`src/rtl/aes_pkg.sv`:
```
// Shared AES-128 key-schedule definitions: round count, word type, S-box and rcon.
package aes_pkg;

    localparam int unsigned NR = 10;

    typedef logic [31:0] word_t;

    // GF(2^8) multiply modulo x^8 + x^4 + x^3 + x + 1
    function automatic logic [7:0] gf_mul(input logic [7:0] a, input logic [7:0] b);
        logic [7:0] p;
        logic [7:0] aa;
        p  = 8'h00;
        aa = a;
        for (int i = 0; i < 8; i++) begin
            if (b[i]) p = p ^ aa;
            aa = {aa[6:0], 1'b0} ^ (aa[7] ? 8'h1b : 8'h00);
        end
        return p;
    endfunction

    // AES S-box: multiplicative inverse (x^254, so 0 maps to 0) then the affine map
    function automatic logic [7:0] sbox(input logic [7:0] x);
        logic [7:0] sq;
        logic [7:0] inv;
        sq  = x;
        inv = 8'h01;
        for (int i = 1; i < 8; i++) begin
            sq  = gf_mul(sq, sq);
            inv = gf_mul(inv, sq);
        end
        return inv ^ {inv[6:0], inv[7]} ^ {inv[5:0], inv[7:6]}
                   ^ {inv[4:0], inv[7:5]} ^ {inv[3:0], inv[7:4]} ^ 8'h63;
    endfunction

    // Round constants for rounds 1..10
    function automatic logic [7:0] rcon(input logic [3:0] round);
        logic [7:0] rc;
        case (round)
            4'd1:    rc = 8'h01;
            4'd2:    rc = 8'h02;
            4'd3:    rc = 8'h04;
            4'd4:    rc = 8'h08;
            4'd5:    rc = 8'h10;
            4'd6:    rc = 8'h20;
            4'd7:    rc = 8'h40;
            4'd8:    rc = 8'h80;
            4'd9:    rc = 8'h1b;
            4'd10:   rc = 8'h36;
            default: rc = 8'h00;
        endcase
        return rc;
    endfunction

endpackage

```
`src/rtl/aes_sbox.sv`:
```
// 8-bit combinational AES S-box.
module aes_sbox
    import aes_pkg::*;
(
    input  logic [7:0] i_byte,
    output logic [7:0] o_byte
);

    // Pure lookup; no state
    always_comb begin
        o_byte = sbox(i_byte);
    end

endmodule

```
`src/rtl/single_key_expansion.sv`:
```
// Iterative AES-128 key schedule: captures a cipher key, then emits round keys 1..10
// on ten consecutive cycles. Optional round_idx output enabled by KEYEXP_ROUND_IDX_EN.
module single_key_expansion
    import aes_pkg::*;
(
    input  logic         clk,
    input  logic         reset_n,     // active-high asynchronous reset despite the name
    input  logic         IN_valid,
    input  logic [127:0] key,
    output logic         OUT_valid,
    output logic [127:0] RoundKey
`ifdef KEYEXP_ROUND_IDX_EN
    ,
    output logic [3:0]   round_idx
`endif
);

    localparam logic STATE_IDLE = 1'b0;
    localparam logic STATE_RUN  = 1'b1;

    logic         r_state;
    logic [3:0]   r_round;
    logic [127:0] r_key;
    logic [127:0] r_round_key;
    logic         r_out_valid;

    word_t        w_w0, w_w1, w_w2, w_w3;
    word_t        w_rot;
    word_t        w_sub;
    word_t        w_t;
    word_t        w_n0, w_n1, w_n2, w_n3;
    logic [127:0] w_next_key;
    logic         w_last;

    assign w_w0 = r_key[127:96];
    assign w_w1 = r_key[95:64];
    assign w_w2 = r_key[63:32];
    assign w_w3 = r_key[31:0];

    // RotWord: one-byte left rotate
    assign w_rot = {w_w3[23:0], w_w3[31:24]};

    genvar g;
    generate
        for (g = 0; g < 4; g++) begin : g_subword
            aes_sbox u_sbox (
                .i_byte (w_rot[8*g +: 8]),
                .o_byte (w_sub[8*g +: 8])
            );
        end
    endgenerate

    // Next-key datapath shared by all rounds
    always_comb begin
        w_t        = w_sub ^ {rcon(r_round), 24'h000000};
        w_n0       = w_w0 ^ w_t;
        w_n1       = w_w1 ^ w_n0;
        w_n2       = w_w2 ^ w_n1;
        w_n3       = w_w3 ^ w_n2;
        w_next_key = {w_n0, w_n1, w_n2, w_n3};
        w_last     = (r_round == 4'(NR));
    end

    // FSM, round counter, key register and registered outputs
    always_ff @(posedge clk or posedge reset_n) begin
        if (reset_n) begin
            r_state     <= STATE_IDLE;
            r_round     <= 4'd0;
            r_key       <= 128'h0;
            r_round_key <= 128'h0;
            r_out_valid <= 1'b0;
        end else begin
            case (r_state)
                STATE_IDLE: begin
                    r_out_valid <= 1'b0;
                    if (IN_valid) begin
                        r_key   <= key;
                        r_round <= 4'd1;
                        r_state <= STATE_RUN;
                    end
                end
                default: begin
                    r_key       <= w_next_key;
                    r_round_key <= w_next_key;
                    r_out_valid <= 1'b1;
                    r_round     <= r_round + 4'd1;
                    if (w_last) r_state <= STATE_IDLE;
                end
            endcase
        end
    end

`ifdef KEYEXP_ROUND_IDX_EN
    logic [3:0] r_round_idx;

    // Index of the key currently on RoundKey, updated with it
    always_ff @(posedge clk or posedge reset_n) begin
        if (reset_n) begin
            r_round_idx <= 4'd0;
        end else if (r_state == STATE_RUN) begin
            r_round_idx <= r_round;
        end
    end

    assign round_idx = r_round_idx;
`endif

    assign OUT_valid = r_out_valid;
    assign RoundKey  = r_round_key;

endmodule

```
`config.mk`:
```
export PLATFORM = sky130hd
export DESIGN_NAME = single_key_expansion
export DESIGN_NICKNAME = d
export VERILOG_FILES = /design/src/rtl/aes_pkg.sv /design/src/rtl/aes_sbox.sv /design/src/rtl/single_key_expansion.sv
export SDC_FILE = /design/constraint.sdc
export NUM_CORES = 2
export LEC_CHECK = 0
export CAP_MARGIN = 10
export CORE_ASPECT_RATIO = 1.75
export CORE_UTILIZATION = 59
export CTS_CLUSTER_DIAMETER = 200
export DETAILED_ROUTE_END_ITERATION = 12
export HOLD_SLACK_MARGIN = 0.12
export PLACE_DENSITY = 0.84
export SYNTH_ARGS = -nofsm -noshare
export SYNTH_HDL_FRONTEND = slang
export SYNTH_SLANG_ARGS = --single-unit
```
`constraint.sdc`:
```
create_clock -name clk -period 15.8 [get_ports clk]
set_clock_uncertainty 0.2 [all_clocks]
set_input_delay 2.37 -clock clk [delete_from_list [all_inputs] [get_ports clk]]
set_output_delay 2.37 -clock clk [all_outputs]
set_load 0.01 [all_outputs]
```
==> metrics.txt <==
via count=67800; Slew Limit Fails=0; FF+latch count, synth=262; clock buffer depth=3; number of I/O pins=260; port bufs=259; Setup Viol. Count Final=0; arrival time at the worst endpoint=15.64 ns; Period minus WS final=15.40 ns; CP max stage cell=xnor3_1; core area=115000 um2; Synth warnings=0; count of cell types in the netlist=110; Post-Place Cell Area=76600 um2; CP Capture Type=flop; HP Class=flop to flop; Initial DRT Pass Iterations=9; fmax=64.9 MHz; top cells by area, synth=xnor2_1 22%, xnor3_1 11%, dfrtp_1 9.5%, nor2_1 6.6%, xor2_1 6.3%; min-delay src=RoundKey[4]$_DFFE_PP0P_; number of global-route vias before repair=67000; Worst-Skew Late Latency=0.66 ns; final worst-path cycle share=97.5%; Main synth FF type=dfrtp_1; top cell type by total area after synthesis=xnor2_1; Avg Cell Area, Syn=7.77 um2; share of the synthesized area in the top cell type=22.0%; routability cong.=1.05; Worst Hold End=RoundKey[4]$_DFFE_PP0P_; Final Cell Area=80100 um2; max-capacitance violation count=0; Syn Nets=8989; met2 wire length=121 mm; setup slack, reg-to-reg=0.40 ns; wire length per cell=21.8 um; post-synthesis cell area=68700 um2; Required @ worst endpoint=16.03 ns; ANT nets after route=0; Max Used Layer=met5; # nets final=9523; Post-DP HPWL=183 mm; reg-to-reg startpoint=r_key[7]$_DFFE_PP0P_; Die Span Y=453 um; number of synthesized flops with an enable pin=0; CTS tree=built; H-tree levels=1; R2R Path End=r_key[42]$_DFFE_PP0P_; most common cell in the netlist=xnor2_1; die width=260 um; final core occ=69.4%; Remaining DRCs=0; WL met3=15.6 mm; Final Hold Violating Endpoints=0; critical path type=flop to flop; FP Rows=165; Post-Syn Instances=8833; Reg clk slew, reported paths=0.06 ns; area delta synth->final=16.7%; Slew @ Worst Pin=1.17 ns; CP startpoint kind=flop; Synth async-reset ratio=100%; initial antenna violation count=15; largest net degree at the start of global routing=102; sequential fraction of the synthesis area=9.55%; DRT iter0 DRCs=5872; Initial Util=59.5%; CP max stage delay=0.50 ns; total CTS buffers=31; Slew headroom=21.2%; Root Driver=clkbuf_16; first-pass GRT wire length=366 mm; Hold Crit Depth=1; fraction of layout cells with a size suffix above 1=15.2%; Post-Route M1 WL=79.9 mm; mean number of vias per cell=6.22; Synth top cells by count=1725 x xnor2_1, 1213 x nor2_1, 871 x nand2_1, 497 x xor2_1, 455 x o21ai_0; die area=118000 um2; CP Max Fanout=17; GRT overflow=0; cell mode on critical path=xnor2_1; R2R depth=57; WL final=238 mm; status=finished, final reports clean; total track usage=38.9%; clock sink count=262
## per-layer routing
metal	track usage [%]	up-vias
met5	0	-
met4	30.9	12
met3	5.74	1186
met2	70.7	3136
met1	39.1	32300
li1	-	31200
## worst max-delay path: cells and delay by family, from the launching register on
| family | cells | cell delay (ns) |
|---|---|---|
| and+or+nand+nor | 10 | 1.73 |
| xor gates and xnor gates | 32 | 9.73 |
| DFF | 1 | 0.44 |
| AOI/OAI and AO/OA | 5 | 0.91 |
| adders and majority gates | 1 | 0.40 |
| buffers and inverters | 9 | 1.75 |
## cell usage in the layout (no fill, tap or decap), drive strengths merged, types with 89 or more instances in the layout
cell and count:
nand2 871, clkdlybuf4s50 258, inv 152, a211oi 99
nor2 1221, buf 834, dfrtp 262, xor2 529
nor3 173, xnor2 1793, nand2b 89, o21ai 479
nand3 169, a21oi 432, o22ai 117, xnor3 365
mux2i 313
## state kept, by name (all words and copies together) (netlist names)
| signal | cells |
|---|---|
| OUT_valid | 1 |
| r_key | 128 |
| RoundKey | 128 |
| r_round | 4 |
| r_state | 1 |
## timing repair
action,CTS,global route
hold buffers,0,0
gates resized for setup,31,249
pin swaps,5,60
setup buffers,2,79
setup endpoints to repair,109,248
## per-stage QoR
step | setup WS (ns) | hold slack (ns) | std cells | setup TNS (ns)
floorplan | 0.0303 | 0.190 | 8833 | 0
CTS | -0.00261 | 0.280 | 10800 | -0.00261
global placement | -0.0428 | 0.261 | 10800 | -0.0962
global route | -0.125 | 0.287 | 10900 | -1.86
detailed placement | -0.362 | 0.266 | 10800 | -7.42
finish | 0.398 | 0.278 | 10900 | 0
## how the worst max path moves through the flow
stage | startpoint | end | depth (start not counted)
2_1_floorplan | r_key[23]$_DFFE_PP0P_ | r_key[30]$_DFFE_PP0P_ | 67
3_3_place_gp | r_key[31]$_DFFE_PP0P_ | r_key[97]$_DFFE_PP0P_ | 55
3_5_place_dp | r_key[16]$_DFFE_PP0P_ | r_key[61]$_DFFE_PP0P_ | 54
4_1_cts | r_key[23]$_DFFE_PP0P_ | r_key[61]$_DFFE_PP0P_ | 52
5_1_grt | r_key[31]$_DFFE_PP0P_ | r_key[5]$_DFFE_PP0P_ | 59
6_report | r_key[7]$_DFFE_PP0P_ | r_key[42]$_DFFE_PP0P_ | 57
## cell type report
class / instances / area [um2]
fillers: 9429 / 35300
clock inverters: 16 / 198
inverters: 160 / 614
clock buffers: 41 / 873
flip-flops and latches: 262 / 6570
diodes: 10 / 25.0
repair buffers: 1094 / 9040
well taps: 1503 / 1880
multi-input cells: 7818 / 60900
## cells by family after synthesis
group | after synthesis | share of synthesized area, %
DFF | 262 | 9.55
AOI/OAI and AO/OA | 1820 | 17.1
xor gates and xnor gates | 2732 | 44.7
adders and majority gates | 26 | 0.470
muxes | 365 | 5.50
and+or+nand+nor | 2875 | 18.2
buffers and inverters | 753 | 4.60
Power is left out: the tool's default activity adds up to more than one toggle a clock period on the data nets, which glitch-free logic cannot reach.
